**config.mk**
```make
export PLATFORM = sky130hd
export DESIGN_NAME = axi_range_reader
export DESIGN_NICKNAME = d
export VERILOG_FILES = /design/src/rtl/axi_range_reader_pkg.sv /design/src/rtl/range_reader_fifo.sv /design/src/rtl/axi_range_reader.sv
export SDC_FILE = /design/constraint.sdc
export NUM_CORES = 1
export LEC_CHECK = 0
export CORE_ASPECT_RATIO = 0.6
export CORE_MARGIN = 2
export CORE_UTILIZATION = 50
export DETAILED_ROUTE_END_ITERATION = 6
export GPL_TIMING_DRIVEN = 0
export PLACE_DENSITY = 0.73
export RECOVER_POWER = 25
export SKIP_LAST_GASP = 1
export SYNTH_ARGS = -nofsm -noshare
export SYNTH_HDL_FRONTEND = slang
export SYNTH_SLANG_ARGS = --single-unit
```
**constraint.sdc**
```tcl
create_clock -name clk_i -period 13.95 [get_ports clk_i]
set_input_delay 2.0925 -clock clk_i [delete_from_list [all_inputs] [get_ports clk_i]]
set_output_delay 2.0925 -clock clk_i [all_outputs]
set_load 0.01 [all_outputs]
```
**src/rtl/axi_range_reader_pkg.sv**
```systemverilog
// Shared types for the AXI range reader: FSM states, response codes and beat sizes.
package axi_range_reader_pkg;

  typedef enum logic [2:0] {
    IDLE,
    CHECK,
    RUN,
    DRAIN,
    DONE
  } state_e;

  localparam logic [1:0] RESP_OKAY   = 2'b00;
  localparam logic [1:0] RESP_SLVERR = 2'b10;
  localparam logic [1:0] RESP_DECERR = 2'b11;

  typedef enum logic [1:0] {
    SIZE_BYTE,
    SIZE_WORD,
    SIZE_DWORD,
    SIZE_QWORD
  } size_e;

endpackage

```
**src/rtl/range_reader_fifo.sv**
```systemverilog
// Response buffer: synchronous FIFO whose head is read straight from the storage registers.
module range_reader_fifo #(
  parameter int unsigned WIDTH = 33,
  parameter int unsigned DEPTH = 4
) (
  input  logic                     clk_i,
  input  logic                     rst_ni,
  input  logic                     push_i,
  input  logic [WIDTH-1:0]         data_i,
  input  logic                     pop_i,
  output logic [WIDTH-1:0]         data_o,
  output logic                     valid_o,
  output logic [$clog2(DEPTH):0]   count_o
);

  localparam int unsigned PTR_W = $clog2(DEPTH);
  localparam logic [PTR_W-1:0] PTR_ONE = {{(PTR_W-1){1'b0}}, 1'b1};
  localparam logic [PTR_W:0]   CNT_ONE = {{PTR_W{1'b0}}, 1'b1};

  logic [WIDTH-1:0] mem_q [DEPTH];
  logic [PTR_W-1:0] wr_q, rd_q;
  logic [PTR_W:0]   cnt_q;
  logic             do_push, do_pop;

  assign do_pop  = pop_i && (cnt_q != '0);
  assign do_push = push_i && ((32'(cnt_q) < DEPTH) || do_pop);

  always_ff @(posedge clk_i or negedge rst_ni) begin
    if (!rst_ni) begin
      for (int unsigned i = 0; i < DEPTH; i++) mem_q[i] <= '0;
      wr_q  <= '0;
      rd_q  <= '0;
      cnt_q <= '0;
    end else begin
      if (do_push) begin
        mem_q[wr_q] <= data_i;
        wr_q        <= wr_q + PTR_ONE;
      end
      if (do_pop) rd_q <= rd_q + PTR_ONE;
      if (do_push && !do_pop)      cnt_q <= cnt_q + CNT_ONE;
      else if (do_pop && !do_push) cnt_q <= cnt_q - CNT_ONE;
    end
  end

  assign data_o  = mem_q[rd_q];
  assign valid_o = (cnt_q != '0);
  assign count_o = cnt_q;

endmodule

```
**src/rtl/axi_range_reader.sv**
```systemverilog
// AXI4-Lite read master sweeping [addr_begin, addr_end] with credit-limited outstanding reads.
module axi_range_reader
  import axi_range_reader_pkg::*;
#(
  parameter int unsigned ADDR_W    = 32,
  parameter int unsigned DATA_W    = 32,
  parameter int unsigned MAX_OUTST = 4
) (
  input  logic              clk_i,
  input  logic              rst_ni,
  input  logic              start_i,
  input  logic              abort_i,
  input  logic [ADDR_W-1:0] addr_begin_i,
  input  logic [ADDR_W-1:0] addr_end_i,
  input  logic [1:0]        size_i,
  output logic              busy_o,
  output logic              done_o,
  output logic              error_o,
  output logic [ADDR_W-1:0] beats_o,
  output logic [ADDR_W-1:0] ar_addr_o,
  output logic [2:0]        ar_size_o,
  output logic              ar_valid_o,
  input  logic              ar_ready_i,
  input  logic [DATA_W-1:0] r_data_i,
  input  logic [1:0]        r_resp_i,
  input  logic              r_valid_i,
  output logic              r_ready_o,
  output logic [DATA_W-1:0] s_data_o,
  output logic [ADDR_W-1:0] s_addr_o,
  output logic              s_last_o,
  output logic              s_valid_o,
  input  logic              s_ready_i
);

  localparam int unsigned LANE_W = $clog2(DATA_W / 8);
  localparam int unsigned LSB_W  = (LANE_W > 0) ? LANE_W : 1;
  localparam int unsigned CNT_W  = $clog2(MAX_OUTST) + 1;
  localparam logic [ADDR_W-1:0] ADDR_ONE = {{(ADDR_W-1){1'b0}}, 1'b1};
  localparam logic [CNT_W-1:0]  CNT_ONE  = {{(CNT_W-1){1'b0}}, 1'b1};

  state_e            state_q, state_d;
  size_e             size_q, size_d;
  logic [ADDR_W-1:0] end_q, end_d, last_q, last_d;
  logic [ADDR_W-1:0] ar_addr_q, ar_addr_d, r_addr_q, r_addr_d, s_addr_q, s_addr_d;
  logic [ADDR_W-1:0] beats_q, beats_d;
  logic [CNT_W-1:0]  outst_q, outst_d;
  logic              err_q, err_d, disc_q, disc_d;

  logic [ADDR_W-1:0] step, span;
  logic [CNT_W-1:0]  fifo_cnt;
  logic [CNT_W:0]    used;
  logic [DATA_W-1:0] lane_mask, lane_data, fifo_data;
  logic [LSB_W+2:0]  lane_sh;
  logic              cfg_ok, credit, ar_hs, r_hs, r_ok, push, s_hs, fifo_valid, fifo_last;

  assign step   = ADDR_ONE << size_q;
  assign span   = end_q - ar_addr_q;
  assign cfg_ok = (32'(size_q) <= LANE_W) && ((ar_addr_q & (step - ADDR_ONE)) == '0)
               && (end_q >= ar_addr_q);

  assign busy_o     = (state_q == CHECK) || (state_q == RUN) || (state_q == DRAIN);
  assign used       = {1'b0, outst_q} + {1'b0, fifo_cnt};
  assign credit     = 32'(used) < MAX_OUTST;
  assign ar_valid_o = (state_q == RUN) && credit;
  assign ar_hs      = ar_valid_o && ar_ready_i;
  assign r_ready_o  = busy_o;
  assign r_hs       = r_valid_i && r_ready_o;
  assign r_ok       = (r_resp_i == RESP_OKAY);
  assign push       = r_hs && r_ok && !disc_q;
  assign s_hs       = fifo_valid && s_ready_i;

  // R beats return in issue order, so r_addr_q always names the lane of the incoming beat.
  assign lane_sh   = (LANE_W == 0) ? '0 : {r_addr_q[LSB_W-1:0], 3'b000};
  assign lane_mask = ~({DATA_W{1'b1}} << (8 << size_q));
  assign lane_data = (r_data_i >> lane_sh) & lane_mask;

  range_reader_fifo #(
    .WIDTH (DATA_W + 1),
    .DEPTH (MAX_OUTST)
  ) u_fifo (
    .clk_i   (clk_i),
    .rst_ni  (rst_ni),
    .push_i  (push),
    .data_i  ({r_addr_q == last_q, lane_data}),
    .pop_i   (s_ready_i),
    .data_o  ({fifo_last, fifo_data}),
    .valid_o (fifo_valid),
    .count_o (fifo_cnt)
  );

  always_comb begin
    state_d   = state_q;
    size_d    = size_q;
    end_d     = end_q;
    last_d    = last_q;
    ar_addr_d = ar_hs ? ar_addr_q + step : ar_addr_q;
    r_addr_d  = r_hs ? r_addr_q + step : r_addr_q;
    s_addr_d  = s_hs ? s_addr_q + step : s_addr_q;
    beats_d   = s_hs ? beats_q + ADDR_ONE : beats_q;
    outst_d   = outst_q;
    err_d     = err_q;
    disc_d    = disc_q;
    done_o    = 1'b0;

    if (ar_hs && !r_hs)      outst_d = outst_q + CNT_ONE;
    else if (r_hs && !ar_hs) outst_d = outst_q - CNT_ONE;
    if (r_hs && !r_ok) begin
      err_d  = 1'b1;
      disc_d = 1'b1;
    end

    case (state_q)
      IDLE: begin
        if (start_i) begin
          state_d   = CHECK;
          size_d    = size_e'(size_i);
          end_d     = addr_end_i;
          ar_addr_d = addr_begin_i;
          r_addr_d  = addr_begin_i;
          s_addr_d  = addr_begin_i;
          beats_d   = '0;
          err_d     = 1'b0;
          disc_d    = 1'b0;
        end
      end
      CHECK: begin
        if (cfg_ok) begin
          state_d = RUN;
          last_d  = ar_addr_q + ((span >> size_q) << size_q);
        end else begin
          state_d = DONE;
          err_d   = 1'b1;
        end
      end
      RUN: begin
        // Accepting the final AR wins over a coincident abort: the sweep completes normally.
        if (ar_hs && (ar_addr_q == last_q)) begin
          state_d = DRAIN;
        end else if (abort_i || (r_hs && !r_ok)) begin
          state_d = DRAIN;
          disc_d  = 1'b1;
        end
      end
      DRAIN: begin
        if ((outst_q == '0) && !fifo_valid) state_d = DONE;
      end
      DONE: begin
        done_o  = 1'b1;
        state_d = IDLE;
      end
      default: state_d = IDLE;
    endcase
  end

  always_ff @(posedge clk_i or negedge rst_ni) begin
    if (!rst_ni) begin
      state_q   <= IDLE;
      size_q    <= SIZE_BYTE;
      end_q     <= '0;
      last_q    <= '0;
      ar_addr_q <= '0;
      r_addr_q  <= '0;
      s_addr_q  <= '0;
      beats_q   <= '0;
      outst_q   <= '0;
      err_q     <= 1'b0;
      disc_q    <= 1'b0;
    end else begin
      state_q   <= state_d;
      size_q    <= size_d;
      end_q     <= end_d;
      last_q    <= last_d;
      ar_addr_q <= ar_addr_d;
      r_addr_q  <= r_addr_d;
      s_addr_q  <= s_addr_d;
      beats_q   <= beats_d;
      outst_q   <= outst_d;
      err_q     <= err_d;
      disc_q    <= disc_d;
    end
  end

  assign error_o   = err_q;
  assign beats_o   = beats_q;
  assign ar_addr_o = ar_addr_q;
  assign ar_size_o = {1'b0, size_q};
  assign s_data_o  = fifo_data;
  assign s_addr_o  = s_addr_q;
  assign s_valid_o = fifo_valid;
  assign s_last_o  = fifo_valid && fifo_last;

endmodule

```
==> impl_metrics.yaml, run 1 <==
routing:
  drcViolationCount: 0
  wl_mm: 64.01
  postRouteAntennaNets: 0
  drtIter0Drc: 2014
  first_pass_iters: 6
  wl_per_cell_um: 21.94
  viasPerCell: 5.941
  vias: 17330
clocking:
  clkTransAtPathRegs_ns: 0.06
  cts_sinks: 341
  post_cts_resized: 0
  cts_buffer_depth: 3
  postCtsSetupRepairBufs: 0
  clkLatencyLatePin_ns: 0.53
  cts_tree: "done"
  clock-root-buffer: "clkbuf_16"
  numCtsBuffers: 36
  ctsHtreeMaxLevel: 2
  hold_buffers: 0
placement:
  place_ws_ns: 8.493
  routabilityCongestion: 0.9695
  io_buffer_count: 243
  place_area_mm2: 0.02309
  dp_hpwl_mm: 49.79
worst_setup_path:
  regToRegStartpoint: "ar_addr_o[1]$_DFF_PN0_"
  cp_num_buf_inv: 2
  crit_chain: "clkbuf_1 -> clkbuf_1"
  setup.worst_path.start_class: "primary input"
  critPathCaptureType: "async pin"
  path_common_cell: "clkbuf_1"
  crit_type: "primary input to async pin"
  slowest_stage: "clkbuf_1"
  max_stage_delay_ns: 3.88
  crit_start: "rst_ni"
  required_ns: 13.29
  arrival_ns: 7.83
  crit_family: "buffers and inverters"
  critPathMaxFanout: 97
final_layout:
  syn2layout_area_growth_pct: 22.21
  final_cell_mix: "dfrtp_1 (341), nand2_1 (307), clkdlybuf4s50_1 (242)"
  num-nets-final: 2570
  final_common_cell: "dfrtp_1"
  final_layout_size_suffix_gt1_frac: 0.07811
  fin_area_mm2: 0.02432
logic_synthesis:
  synth_seq_cells: 341
  yosys.area.top_type: "dfrtp_1"
  avgSynthCellArea_um2: 9.545
  synth_enable_flop_cells: 0
  syn-num-nets: 2285
  yosys-top-cells-area: "dfrtp_1 (43%), xor2_1 (5.8%), nand2_1 (5.8%)"
  ys_warn_count: 0
  yosysSeqAreaShare: 0.4288
  syn_inst: 2085
  synth_top_area_frac: 0.4288
  ys_types: 66
  async_flop_share: 1.000
  synth_ff_type: "dfrtp_1"
  netlist_area_mm2: 0.01990
timing:
  worst_slew_pin_slew_ns: 5.410
  hold_viol_final: 0
  worst_slack_ns: 5.460
  fin_hold_ws_ns: 0.4787
  relSlewSlack: -2.606
  setup_tns_ns: 0
  fin_skew_ns: 0.01338
  rsz0062_at_grt: "false"
  slew_violations: 144
  setup-violations-final: 0
  timing.fmax_mhz: 117.8
  period_share: 0.6086
  finalCriticalPeriod_ns: 8.490
grt:
  grt_max_degree: 113
  grt_overflow: 0
  first_global_vias: 16370
  grt_pass1_wl_mm: 96.70
  grt_usage: 0.3075
  grt_antenna_before_repair: 2
pwr:
  ir_worst_vdd_uv: 181.4
  leakage_nw: 10.72
  cellPowerDensity_mw_per_mm2: 292.1
outcome:
  status: "finished, violations left"
  violations: "max-capacitance violations, max-slew violations"
floorplan:
  die_area_mm2: 0.04146
  ios: 245
  dieHeight_um: 158.5
  core.rowCount: 56
  initial_core_util: 0.5081
  core_mm2: 0.03917
  die_x_um: 261.6
run:
  cap_violations: 2
hold_path:
  hold_start: "u_fifo.mem_q[62]$_DFFE_PN0P_"
  hp-class: "flop to flop"
[layout make-up]
cell class                      instances  area [um2]
Fill cell                            3233       14850
Antenna cell                            1       2.502
Sequential cell                       341        8533
Clock inverter                         14       217.7
Buffer                                 89       350.3
Multi-Input combinational cell       1589       10780
Tap cell                              522       653.1
Clock buffer                           48        1049
Timing Repair Buffer                  247        2492
Inverter                               66       247.7
[synth_stat cells, types with 5 or more instances]
cell type	count
a211oi_1	8
a21o_1	38
a21oi_1	168
a31oi_1	7
and3_1	22
and4_1	9
buf_1	5
clkbuf_1	80
dfrtp_1	341
fa_1	7
ha_1	86
inv_1	65
mux2_2	78
mux2i_1	17
mux4_2	33
nand2_1	307
nand2b_1	14
nand3_1	46
nand4_1	31
nor2_1	154
nor2b_1	18
nor3_1	25
nor3b_1	5
nor4_1	27
o211ai_1	6
o21a_1	12
o21ai_0	153
o21ai_1	5
o21bai_1	9
o31ai_1	7
or3_1	15
xnor2_1	100
xor2_1	132
[registers in the layout, summed over array words and instances (netlist names)]
register	count
outst_q	3
beats_o	32
error_o	1
u_fifo.mem_q	132
ar_addr_o	32
size_q	2
u_fifo.wr_q	2
u_fifo.rd_q	2
end_q	32
s_addr_o	32
state_q	3
r_addr_q	32
u_fifo.count_o	3
disc_q	1
last_q	32
[report_power, final]
part | internal (mW) | switching (mW) | leakage (nW) | total, mW
Clock | 0.623 | 0.415 | 0.620 | 1.04
Combinational | 1.79 | 2.54 | 5.77 | 4.33
Sequential | 1.31 | 0.422 | 4.33 | 1.74
Total | 3.73 | 3.37 | 10.7 | 7.10
[final timing paths]
check                           cells after the start                           end  slack [ns]
worst min-delay path                                2  u_fifo.mem_q[62]$_DFFE_PN0P_        0.48
worst max-delay path                                2        outst_q[1]$_DFFE_PN0P_        5.46
max in group clk_i                                 20        last_q[31]$_DFFE_PN0P_        8.31
worst min register to register                      2  u_fifo.mem_q[62]$_DFFE_PN0P_        0.48
worst max register to register                     20        last_q[31]$_DFFE_PN0P_        8.31
min in group asynchronous                           1  u_fifo.mem_q[72]$_DFFE_PN0P_        2.32
[stage by stage]
| stage | power, mW | std cells | util |
|---|---|---|---|
| 6_report | 7.104 | 2917 | 0.6209 |
| 5_1_grt | 7.554 | 2917 | 0.6209 |
| 4_1_cts | 6.975 | 2916 | 0.6218 |
| 3_5_place_dp | 5.911 | 2854 | 0.5894 |
| 3_3_place_gp | 5.794 | 2850 | 0.5869 |
| 2_1_floorplan | 4.488 | 2085 | - |
[layer usage]
metal | GRT usage | share of wire
met5 | 0 | 0.00020
met2 | 0.4166 | 0.40
met1 | 0.4864 | 0.47
met4 | 0.06358 | 0.017
met3 | 0.07864 | 0.11
[logic make-up after synthesis]
| kind of cell | after synthesis | synth area share |
|---|---|---|
| AOI/OAI and AO/OA | 444 | 0.1284 |
| xor gates and xnor gates | 233 | 0.1032 |
| adders and majority gates | 93 | 0.06111 |
| buffers and inverters | 155 | 0.03005 |
| DFF | 341 | 0.4288 |
| muxes | 132 | 0.09230 |
| other | 1 | 0.0001884 |
| and+or+nand+nor | 686 | 0.1559 |
Note: power is estimated with default switching activity, not from simulation.
==> inputs of run 2 (changes only) <==
PLACE_DENSITY = 0.76   (was 0.73)
clock period = 7.2 ns   (was 13.95 ns; I/O delays follow)
==> run 2 against run 1 <==
Effect of this change:
- the run still ends with max-capacitance violations, max-slew violations left
- first-iteration DRC count down 11%
- clock power up 85%
- flip-flop and latch count unchanged
- total power up 92%
==> impl_metrics.yaml, run 2 (synthesis results as in run 1) <==
outcome:
  violations: "max-capacitance violations, max-slew violations"
  status: "finished, violations left"
clocking:
  post_cts_resized: 0
  clkLatencyLatePin_ns: 0.55
  clkTransAtPathRegs_ns: 0.06
  cts_tree: "done"
  hold_buffers: 0
  ctsHtreeMaxLevel: 2
  numCtsBuffers: 35
  cts_buffer_depth: 3
  clock-root-buffer: "clkbuf_16"
  postCtsSetupRepairBufs: 0
  cts_sinks: 341
floorplan:
  die_x_um: 261.6
  die_area_mm2: 0.04146
  ios: 245
  core_mm2: 0.03917
  dieHeight_um: 158.5
  initial_core_util: 0.5081
  core.rowCount: 56
worst_setup_path:
  arrival_ns: 6.09
  crit_family: "compound AO/OA/AOI/OAI gates"
  cp_num_buf_inv: 1
  crit_type: "flop to flop"
  critPathCaptureType: "flop"
  crit_chain: "inv_1 -> ha_1 -> nor2b_1 -> o31a_1 -> o21ai_1 -> nand2_1 -> a21oi_1 -> o21ai_0 -> a211oi_1 -> xnor2_1 -> ha_1 -> o21ai_0 -> a21oi_1 -> a221oi_1 -> nand2_1 -> o221ai_1 -> o21bai_1 -> a31oi_1 -> xnor3_1 -> mux2_1"
  max_stage_delay_ns: 0.57
  required_ns: 7.62
  critPathMaxFanout: 8
  slowest_stage: "dfrtp_1"
  setup.worst_path.start_class: "flop"
final_layout:
  multiInputGateArea_mm2: 0.01078
  largest_reg_flops: 132
  final_common_cell: "dfrtp_1"
  syn2layout_area_growth_pct: 21.85
  post-route-util: 0.6191
  largest-register: "u_fifo.mem_q"
  regArea_mm2: 0.008533
  final_cell_mix: "dfrtp_1 (341), nand2_1 (307), clkdlybuf4s50_1 (242)"
  final_layout_size_suffix_gt1_frac: 0.07731
  fillers: 3204
  num-nets-final: 2568
routing:
  viasPerCell: 5.959
  wl_mm: 63.42
  drtIter0Drc: 1802
  postRouteAntennaNets: 0
  drcViolationCount: 0
  wl_per_cell_um: 21.75
  first_pass_iters: 7
  vias: 17380
placement:
  routabilityCongestion: 0.9934
  io_buffer_count: 243
  dp_hpwl_mm: 49.42
run:
  cap_violations: 1
timing:
  fin_hold_ws_ns: 0.4784
  relSlewSlack: -2.452
  hold_viol_final: 0
  period_share: 0.7870
  fin_skew_ns: 0.02191
  slew_violations: 114
  worst_slew_pin_slew_ns: 5.179
  finalCriticalPeriod_ns: 5.666
  rsz0062_at_grt: "false"
  setup_tns_ns: 0
  timing.fmax_mhz: 176.5
  setup-violations-final: 0
grt:
  grt_usage: 0.3052
  grt_max_degree: 129
  grt_overflow: 0
  grt_antenna_before_repair: 0
  first_global_vias: 16340
  grt_pass1_wl_mm: 95.84
pwr:
  p_sw_frac: 0.4772
  cellPowerDensity_mw_per_mm2: 563.4
  comb_power_share: 0.614
  clkPwrFrac: 0.141
  switching_power_mw: 6.520
  internal_power_mw: 7.143
  p_seq_frac: 0.245
  leakage_nw: 10.70
  ir_worst_vdd_uv: 404.2
hold_path:
  hp-class: "flop to flop"
[run 2: cell types whose count changed in the layout (fill, tap and decap cells not counted), sizes merged]
cell,previous run,this run
clkbuf,130,128
bufinv,5,4
clkinv,7,8
clkinvlp,2,1
dlymetal6s4s,0,1
inv,66,67
[run 2: metal layers]
metal  GRT usage  routed length [um]  up-vias
met3     0.08166                7277       86
met4     0.06521                1105        0
met2      0.4190               25750      904
met5           0                   0        -
li1            -                   -     7843
met1      0.4760               29300     8542
[run 2: final cells by class]
class | instances | area share
tap | 522 | 0.02693
inverter | 66 | 0.01022
clock buffer | 48 | 0.04102
sequential | 341 | 0.3519
multi-input combinational | 1589 | 0.4444
timing repair buffer | 246 | 0.1030
clock inverter | 14 | 0.008049
antenna | 1 | 0.0001032
buffer | 89 | 0.01445
[run 2: worst paths after layout]
path / start / to / slack [ns] / cells past startpoint
worst min-delay path: u_fifo.mem_q[20]$_DFFE_PN0P_ / u_fifo.mem_q[20]$_DFFE_PN0P_ / 0.48 / 2
worst max register to register: ar_addr_o[1]$_DFF_PN0_ / last_q[31]$_DFFE_PN0P_ / 1.53 / 20
worst max-delay path: ar_addr_o[1]$_DFF_PN0_ / last_q[31]$_DFFE_PN0P_ / 1.53 / 20
max in group asynchronous: rst_ni / ar_addr_o[26]$_DFF_PN0_ / 1.73 / 1
min in group asynchronous: rst_ni / u_fifo.mem_q[44]$_DFFE_PN0P_ / 2.56 / 1
worst min register to register: u_fifo.mem_q[20]$_DFFE_PN0P_ / u_fifo.mem_q[20]$_DFFE_PN0P_ / 0.48 / 2
[run 2: worst min-delay path, cell delays in order, from the launching register on]
cell and delay, ns:
dfrtp_1 0.34, nand2_1 0.05, o21ai_0 0.06
[run 2: stage by stage]
stage / instances / setup slack, ns / instance area (um2) / total power [mW]
final: 2916 / 1.534 / 24250 / 13.66
after global routing: 2915 / 0.7283 / 24250 / 14.54
after CTS: 2915 / 1.648 / 24250 / 13.39
after detailed placement: 2853 / 1.672 / 23060 / 11.43
after global placement: 2850 / -9.521 / 22990 / 11.17
after floorplan: 2085 / 2.612 / 19900 / 8.696
[run 2: power groups by stage]
stage	Sequential, mW	Clock (mW)	Combinational, mW
3_5_place_dp	3.33	0	8.10
4_1_cts	3.30	1.94	8.15
6_report	3.34	1.92	8.39
2_1_floorplan	3.14	0	5.55
5_1_grt	3.40	2.03	9.11
3_3_place_gp	3.30	0	7.88
==> inputs of run 3 (changes only) <==
PLACE_DENSITY = 0.73   (was 0.76)
clock period = 5.9 ns   (was 7.2 ns; I/O delays follow)
==> run 3 against run 2 <==
Effect of this change:
- the run still ends with max-capacitance violations, max-slew violations left
- worst hold slack barely moved
- maximum frequency is 0.60% higher
- critical path depth rose by 1
- clock power up 28%
- total power grew 23%
- critical path type unchanged
- critical endpoint unchanged
- largest power group unchanged
- highest routed layer is now met5
==> impl_metrics.yaml, run 3 (synthesis results as in run 1) <==
outcome:
  status: "finished, violations left"
  violations: "max-capacitance violations, max-slew violations"
floorplan:
  core.rowCount: 56
  ios: 245
  initial_core_util: 0.5081
  dieHeight_um: 158.5
  core_mm2: 0.03917
  die_x_um: 261.6
  die_area_mm2: 0.04146
routing:
  viasPerCell: 5.947
  first_pass_iters: 6
  postRouteAntennaNets: 0
  wl_mm: 64.02
  drtIter0Drc: 2002
  drcViolationCount: 0
  vias: 17350
  wl_per_cell_um: 21.95
run:
  cap_violations: 2
clocking:
  clkLatencyLatePin_ns: 0.54
  postCtsSetupRepairBufs: 0
  hold_buffers: 0
  clkTransAtPathRegs_ns: 0.07
  post_cts_resized: 0
  cts_tree: "done"
  numCtsBuffers: 36
  cts_buffer_depth: 3
  cts_sinks: 341
  ctsHtreeMaxLevel: 2
  clock-root-buffer: "clkbuf_16"
worst_setup_path:
  crit_type: "flop to flop"
  required_ns: 6.31
  critPathCaptureType: "flop"
  arrival_ns: 6.05
  reg2reg_slack_ns: 0.27
  regToRegStartpoint: "ar_addr_o[2]$_DFF_PN0_"
  crit_chain: "inv_1 -> ha_1 -> nor2b_1 -> o31a_1 -> o21ai_1 -> a211oi_2 -> o21ai_0 -> nand2b_1 -> a21o_1 -> a21oi_1 -> xnor2_1 -> ha_1 -> a21oi_1 -> o2111ai_1 -> a221oi_1 -> nand2_1 -> o221ai_1 -> o21bai_1 -> a31oi_1 -> xnor3_1 -> mux2_1"
  max_stage_delay_ns: 0.60
  setup.worst_path.start_class: "flop"
  reg2reg_to: "last_q[31]$_DFFE_PN0P_"
  slowest_stage: "dfrtp_1"
  ff2ff_path_depth: 21
  critPathMaxFanout: 6
final_layout:
  final_layout_size_suffix_gt1_frac: 0.07978
  regArea_mm2: 0.008537
  final_common_cell: "dfrtp_1"
  syn2layout_area_growth_pct: 22.24
  largest_reg_flops: 132
  final_cell_mix: "dfrtp_1 (338), nand2_1 (307), clkdlybuf4s50_1 (242)"
  largest-register: "u_fifo.mem_q"
  multiInputGateArea_mm2: 0.01078
  fin_area_mm2: 0.02433
  fillers: 3231
  post-route-util: 0.6211
  num-nets-final: 2570
hold_path:
  hold_start: "u_fifo.mem_q[64]$_DFFE_PN0P_"
  hp-class: "flop to flop"
  holdPathStages: 2
  whs_endpoint: "u_fifo.mem_q[64]$_DFFE_PN0P_"
pwr:
  leakage_nw: 10.72
  cellPowerDensity_mw_per_mm2: 690.8
  ir_worst_vdd_uv: 430.1
grt:
  grt_max_degree: 113
  grt_antenna_before_repair: 2
  grt_usage: 0.3075
  grt_overflow: 0
  grt_pass1_wl_mm: 96.70
  first_global_vias: 16370
timing:
  period_share: 0.9546
  fin_skew_ns: 0.01390
  relSlewSlack: -0.6894
  slew_violations: 142
  rsz0062_at_grt: "false"
  finalCriticalPeriod_ns: 5.632
  worst_slew_pin_slew_ns: 2.534
  hold_viol_final: 0
  setup-violations-final: 0
  timing.fmax_mhz: 177.5
placement:
  io_buffer_count: 243
  routabilityCongestion: 0.9695
  dp_hpwl_mm: 49.79
  place_area_mm2: 0.02309
## run 3: cell types whose count changed in the layout (fill, tap and decap cells not counted), sizes merged
cell | previous run | this run
clkinvlp | 1 | 2
dlymetal6s4s | 1 | 0
clkinv | 8 | 7
clkbuf | 128 | 130
bufinv | 4 | 5
inv | 67 | 66
## run 3: metrics by stage
stage | total power, mW | worst slack (ns) | instances | setup TNS, ns | hold slack (ns)
2_1_floorplan | 10.61 | 1.312 | 2085 | 0 | 0.4446
3_3_place_gp | 13.70 | -10.77 | 2850 | -3653.91 | 0.4577
3_5_place_dp | 13.98 | 0.4427 | 2854 | 0 | 0.4671
4_1_cts | 16.49 | 0.4089 | 2916 | 0 | 0.2454
5_1_grt | 17.86 | 0.002608 | 2917 | 0 | 0.5029
6_report | 16.80 | 0.2676 | 2917 | 0 | 0.4787
## run 3: critical path, delay by kind of cell, from the launching register on
kind | cells | cell delay, ns
xor gates and xnor gates | 2 | 0.64
and+or+nand+nor | 3 | 0.41
muxes | 1 | 0.29
DFF | 1 | 0.60
adders and majority gates | 2 | 0.72
buffers and inverters | 1 | 0.09
AOI/OAI and AO/OA | 12 | 2.75
## run 3: worst max-delay path by stage
| stage | slack (ns) | startpoint | cells past startpoint | endpoint |
|---|---|---|---|---|
| 3_3_place_gp | -10.77 | rst_ni | 1 | s_addr_o[18]$_DFF_PN0_ |
| 3_5_place_dp | 0.44 | ar_addr_o[1]$_DFF_PN0_ | 20 | last_q[31]$_DFFE_PN0P_ |
| 5_1_grt | 0.003 | ar_addr_o[0]$_DFF_PN0_ | 21 | last_q[31]$_DFFE_PN0P_ |
| 6_report | 0.27 | ar_addr_o[2]$_DFF_PN0_ | 21 | last_q[31]$_DFFE_PN0P_ |
| 4_1_cts | 0.41 | ar_addr_o[1]$_DFF_PN0_ | 20 | last_q[31]$_DFFE_PN0P_ |
| 2_1_floorplan | 1.31 | ar_addr_o[1]$_DFF_PN0_ | 20 | last_q[31]$_DFFE_PN0P_ |
## run 3: final cells by class
cell class	instances	share of cell area
antenna	1	0.0001029
buffer	89	0.01440
clock buffer	48	0.04310
clock inverter	14	0.008950
inverter	66	0.01018
multi-input combinational	1589	0.4430
sequential	341	0.3509
tap	522	0.02685
timing repair buffer	247	0.1025
## run 3: layer usage
layer | global-route usage | vias up | share of wire
met2 | 0.4166 | 860 | 0.40
li1 | - | 7850 | -
met1 | 0.4864 | 8553 | 0.47
met4 | 0.06358 | 2 | 0.017
met5 | 0 | - | 0.00020
met3 | 0.07864 | 82 | 0.11
## run 3: report_power, final
group / switching [mW] / leakage (nW) / total, mW / internal, mW
sequential: 0.998 / 4.33 / 4.11 / 3.11
combinational: 6.00 / 5.77 / 10.2 / 4.24
clock: 0.982 / 0.620 / 2.45 / 1.47
total: 7.98 / 10.7 / 16.8 / 8.82
